`config.mk`:
```
export PLATFORM = sky130hd
export DESIGN_NAME = memory_handler
export DESIGN_NICKNAME = d
export VERILOG_FILES = /design/src/rtl/memory_handler.sv
export SDC_FILE = /design/constraint.sdc
export NUM_CORES = 1
export LEC_CHECK = 0
export BUFFER_PORTS_ARGS = -buffer_cell sky130_fd_sc_hd__buf_4
export CAP_MARGIN = 20
export CORE_MARGIN = 2
export CORE_UTILIZATION = 25
export DETAILED_ROUTE_END_ITERATION = 10
export HOLD_SLACK_MARGIN = 0.05
export SYNTH_ARGS = -nofsm -noshare
export SYNTH_HDL_FRONTEND = slang
export SYNTH_SLANG_ARGS = --single-unit
```
`constraint.sdc`:
```
create_clock -name clk -period 1.7 [get_ports clk]
set_input_delay 0.425 -clock clk [delete_from_list [all_inputs] [get_ports clk]]
set_output_delay 0.425 -clock clk [all_outputs]
set_load 0.02 [all_outputs]
```
`src/rtl/memory_handler.sv`:
```
// Multi-cycle RV32I load/store unit: drives a word bus with byte enables
// and returns extended load data as a one-cycle register file write.
// Ports: clk/nRst; start, mem_read, mem_write, funct3, addr, store_data, rd
// request; bus_req/we/addr/sel/wdata, bus_ack/rdata bus side; reg_write,
// write_index, write_data writeback; busy, access_fault, bus_error status.
module memory_handler #(
  parameter int TIMEOUT = 16
) (
  input  logic        clk,
  input  logic        nRst,
  input  logic        start,
  input  logic        mem_read,
  input  logic        mem_write,
  input  logic [2:0]  funct3,
  input  logic [31:0] addr,
  input  logic [31:0] store_data,
  input  logic [4:0]  rd,
  input  logic        bus_ack,
  input  logic [31:0] bus_rdata,
  output logic        bus_req,
  output logic        bus_we,
  output logic [31:0] bus_addr,
  output logic [3:0]  bus_sel,
  output logic [31:0] bus_wdata,
  output logic        reg_write,
  output logic [4:0]  write_index,
  output logic [31:0] write_data,
  output logic        busy,
  output logic        access_fault,
  output logic        bus_error
);

  localparam int CW = $clog2(TIMEOUT);

  localparam logic [1:0] S_IDLE = 2'd0;
  localparam logic [1:0] S_WAIT = 2'd1;
  localparam logic [1:0] S_DONE = 2'd2;

  logic [1:0]    state_q, state_d;
  logic [CW-1:0] cnt_q, cnt_d;
  logic          load_q, we_q;
  logic [31:0]   addr_q, wdata_q, wbd_q;
  logic [1:0]    lo_q;
  logic [2:0]    f3_q;
  logic [4:0]    rd_q;
  logic [3:0]    sel_q;
  logic          fault_q, berr_q;

  logic          req_v, illegal, misal, fault;
  logic          accept, to_hit;
  logic [3:0]    sel_n;
  logic [31:0]   wd_n, sh, ext;

  assign req_v   = mem_read | mem_write;
  assign illegal = (mem_read & mem_write)
                 | (mem_read & ((funct3 == 3'd3) | (funct3[2:1] == 2'b11)))
                 | (mem_write & (funct3 > 3'd2));
  assign misal   = ((funct3[1:0] == 2'b01) & addr[0])
                 | ((funct3 == 3'd2) & (|addr[1:0]));
  assign fault   = illegal | misal;
  assign to_hit  = (cnt_q == CW'(TIMEOUT - 1));

  always_comb begin
    sel_n = 4'hF;
    wd_n  = store_data;
    unique case (1'b1)
      funct3[1:0] == 2'b00: begin
        sel_n = 4'b0001 << addr[1:0];
        wd_n  = {4{store_data[7:0]}};
      end
      funct3[1:0] == 2'b01: begin
        sel_n = addr[1] ? 4'b1100 : 4'b0011;
        wd_n  = {2{store_data[15:0]}};
      end
      default: ;
    endcase
  end

  always_comb begin
    state_d = state_q;
    cnt_d   = cnt_q;
    accept  = 1'b0;
    case (state_q)
      S_IDLE: if (start & req_v & ~fault) begin
        state_d = S_WAIT;
        cnt_d   = '0;
        accept  = 1'b1;
      end
      S_WAIT: begin
        if (bus_ack)     state_d = S_DONE;
        else if (to_hit) state_d = S_IDLE;
        else             cnt_d   = cnt_q + 1'b1;
      end
      S_DONE:  state_d = S_IDLE;
      default: state_d = S_IDLE;
    endcase
  end

  // Lane select: byte/half shifted down to bit 0, then extended.
  assign sh = bus_rdata >> {lo_q, 3'b000};

  always_comb begin
    case (f3_q)
      3'd0:    ext = {{24{sh[7]}}, sh[7:0]};
      3'd1:    ext = {{16{sh[15]}}, sh[15:0]};
      3'd4:    ext = {24'h0, sh[7:0]};
      3'd5:    ext = {16'h0, sh[15:0]};
      default: ext = bus_rdata;
    endcase
  end

  always_ff @(posedge clk or negedge nRst) begin
    if (!nRst) begin
      state_q <= S_IDLE;
      cnt_q   <= '0;
      load_q  <= 1'b0;
      we_q    <= 1'b0;
      addr_q  <= '0;
      lo_q    <= '0;
      f3_q    <= '0;
      rd_q    <= '0;
      sel_q   <= '0;
      wdata_q <= '0;
      wbd_q   <= '0;
      fault_q <= 1'b0;
      berr_q  <= 1'b0;
    end else begin
      state_q <= state_d;
      cnt_q   <= cnt_d;
      fault_q <= (state_q == S_IDLE) & start & req_v & fault;
      berr_q  <= (state_q == S_WAIT) & ~bus_ack & to_hit;
      if (accept) begin
        load_q  <= mem_read;
        we_q    <= mem_write;
        addr_q  <= {addr[31:2], 2'b00};
        lo_q    <= addr[1:0];
        f3_q    <= funct3;
        rd_q    <= rd;
        sel_q   <= sel_n;
        wdata_q <= mem_write ? wd_n : 32'h0;
      end
      if ((state_q == S_WAIT) & bus_ack & load_q)
        wbd_q <= ext;
    end
  end

  assign bus_req      = (state_q == S_WAIT);
  assign busy         = (state_q != S_IDLE);
  assign bus_we       = we_q;
  assign bus_addr     = addr_q;
  assign bus_sel      = sel_q;
  assign bus_wdata    = wdata_q;
  assign reg_write    = (state_q == S_DONE) & load_q & (rd_q != 5'd0);
  assign write_index  = rd_q;
  assign write_data   = wbd_q;
  assign access_fault = fault_q;
  assign bus_error    = berr_q;

endmodule

```
==> results.ini <==
[timing]
period_needed_ns = 1.81
setup_tns_ns = -6.25
rsz0062_at_grt = true
setup_slack_ns = -0.111
max_freq_mhz = 552
post-route-period-util_pct = 107
slew_viol_final = 0
hold_slack_ns = 0.222
fin_skew_ns = 0.0111
hold_violations = 0
setup_viol = 96

[grt]
grt_pass1_wl_um = 28900
antenna_found_initial = 0
grt_pass1_vias = 5120
grt.total_usage_pct = 15.6
grt_max_degree = 44
grt_overflow = 0

[run_status]
violations = negative setup slack
outcome = finished with violations

[synthesis]
ys_async_sr_fraction_pct = 100
yosys.area_share.adder_pct = 0.221
synth_compound_area_share_pct = 8.93
seq_area_frac_synth_pct = 52.1
synth-edff-count = 0
ys_ff_latch = 118
synth_area_leaders = dfrtp_1, mux2_2, mux2i_1
synth_area_leader_cell = dfrtp_1
post_synth_instance_area_um2 = 5670
yosysTopAreaCellShare_pct = 52.1
ys.flop_type = dfrtp_1
synthMuxAreaShare_pct = 19.9
syn_inst = 544
syn_avg_cell_area_um2 = 10.4
yosysWarnings = 0
synth_top_family_by_area = multiplexers
synth_cell_types = 40
synth-simple-area-share_pct = 14.0
synth_xor_area_share_pct = 0.154

[clock_tree]
clkLatencyLatePin_ns = 0.42
cts_tree = done
clk_pin_slew_ns = 0.06
cts_root_buf = clkbuf_16
cts.sinks = 118
cts_buffers = 17
cts_max_path_buffers = 2
cts_max_level = 4

[layout]
layout_common_cells = buf_4, dfrtp_1, nand2_1
fin_cells = 1103
drive_gt1_share_pct = 48.2
antenna_cells = 0
layout_commonest_cell = buf_4
nets = 916
fillCellCount = 2207
area_delta_synth_final_pct = 60.8

[place]
hpwl_um = 13200
dp_cells = 1056
port_buffers = 218
gp_congestion = 0.828

[drt]
wire_per_inst_um = 17.5
drt-total-wl_um = 19300
postRouteAntennaNets = 0
drc = 0
drtPass1Iterations = 4
drtIter0Drc = 231
viasPerCell = 4.55
vias = 5016

[setup_path]
critPathLaunch = state_q[0]
critical_path_required_ns = 2.00
path_class = reg2reg
worst_setup_path_end_kind = register
reg2reg_from = state_q[0]
cp_max_fo = 6
crit_arrival_ns = 2.11
cp-start-kind = register

[die]
coreArea_um2 = 22400
die_width_um = 155
die-area_um2 = 23900
row_count = 55
ios = 221
start_util_pct = 25.3
fp.dieH_um = 155

[power]
power_mw = 14.1
vdd_ir_drop_max_mv = 0.711
power_leakage_nw = 4.45
cellPowerDensity_nw_per_um2 = 1540

[hold_path]
hold_path.class = in2reg
hold_path_startpoint = addr[5]

[job]
drv_cap = 0

## critical path, cell delays in order, from the launching register on
cell and delay [ns]:
dfrtp_1 0.37, or2_4 0.26, or2_4 0.27, nor2_4 0.12, buf_6 0.18, clkbuf_16 0.18, mux2_4 0.30
## kinds of logic (layout without fill, tap and decap cells)
family,count (synthesis),after routing
compound gates,90,90
xor+xnor,1,1
fa+ha+maj,1,1
buf+inv,60,333
flops,118,118
mux,105,105
other cells,1,2
simple gates,168,168
## power by group
part           internal (mW)  leakage (nW)  total (mW)  switching, mW
clock                   2.22         0.281        3.68           1.46
sequential              3.86          1.46        4.55          0.693
combinational           2.86          2.71        5.85           2.99
total                   8.94          4.45        14.1           5.14
## sequential cells by signal, summed over array words and instances (netlist names)
name          cells
bus_wdata        32
state_q           2
write_index       5
bus_we            1
bus_sel           4
lo_q              2
bus_error         1
write_data       32
load_q            1
f3_q              3
cnt_q             4
bus_addr         30
access_fault      1
## per-layer routing
layer	vias up	global-route usage (%)	wire, um
met1	2437	20.7	8570
met3	15	4.96	1280
met5	-	0	0
met4	0	4.54	233
li1	2406	-	-
met2	158	24.6	9240
## stage by stage
step                setup slack [ns]  util (%)  instance area, um2
floorplan                     -0.179         -                5810
global placement              -0.420      35.5                7970
detailed placement            -0.431      35.5                7970
CTS                           -0.105      39.3                8820
global route                  -0.155      40.6                9120
finish                        -0.111      40.6                9120
## Yosys cell counts (5+ instances only)
cell and number:
dfrtp_1 118, nand2_1 75, mux2_2 59, mux2i_1 44
o21ai_0 44, nand3_1 35, clkbuf_1 22, inv_1 22
a21oi_1 21, nor2_1 18, nor2b_1 12, nand3b_1 10
a21boi_0 8, buf_2 7, o22ai_1 7, buf_4 5
## cell type report
| cell class | count | area, um2 | share of cell area (%) |
|---|---|---|---|
| multi-input combinational | 367 | 2770 | 30.4 |
| timing repair buffer | 279 | 2360 | 25.9 |
| inverter | 22 | 85.1 | 0.933 |
| sequential | 118 | 2950 | 32.4 |
| clock buffer | 19 | 443 | 4.86 |
| tap | 285 | 357 | 3.91 |
| clock inverter | 13 | 145 | 1.59 |
## final timing paths
check	end	slack, ns	cells past startpoint
max	bus_wdata[18]	-0.11	6
min	bus_addr[5]	0.22	2
max reg2reg	bus_wdata[18]	-0.11	6
min reg2reg	write_data[6]	0.48	2
max in group asynchronous	bus_wdata[11]	0.71	3
min in group asynchronous	write_data[21]	0.43	2
## timing repair
item	CTS	global route
pin swaps	2	0
setup endpoints to repair	93	108
buffers inserted	5	1
gates resized for setup	42	43
hold buffers	1	0
endpoints found under the hold margin	15	0
gates cloned	2	6
(Power assumes the default switching activity.)
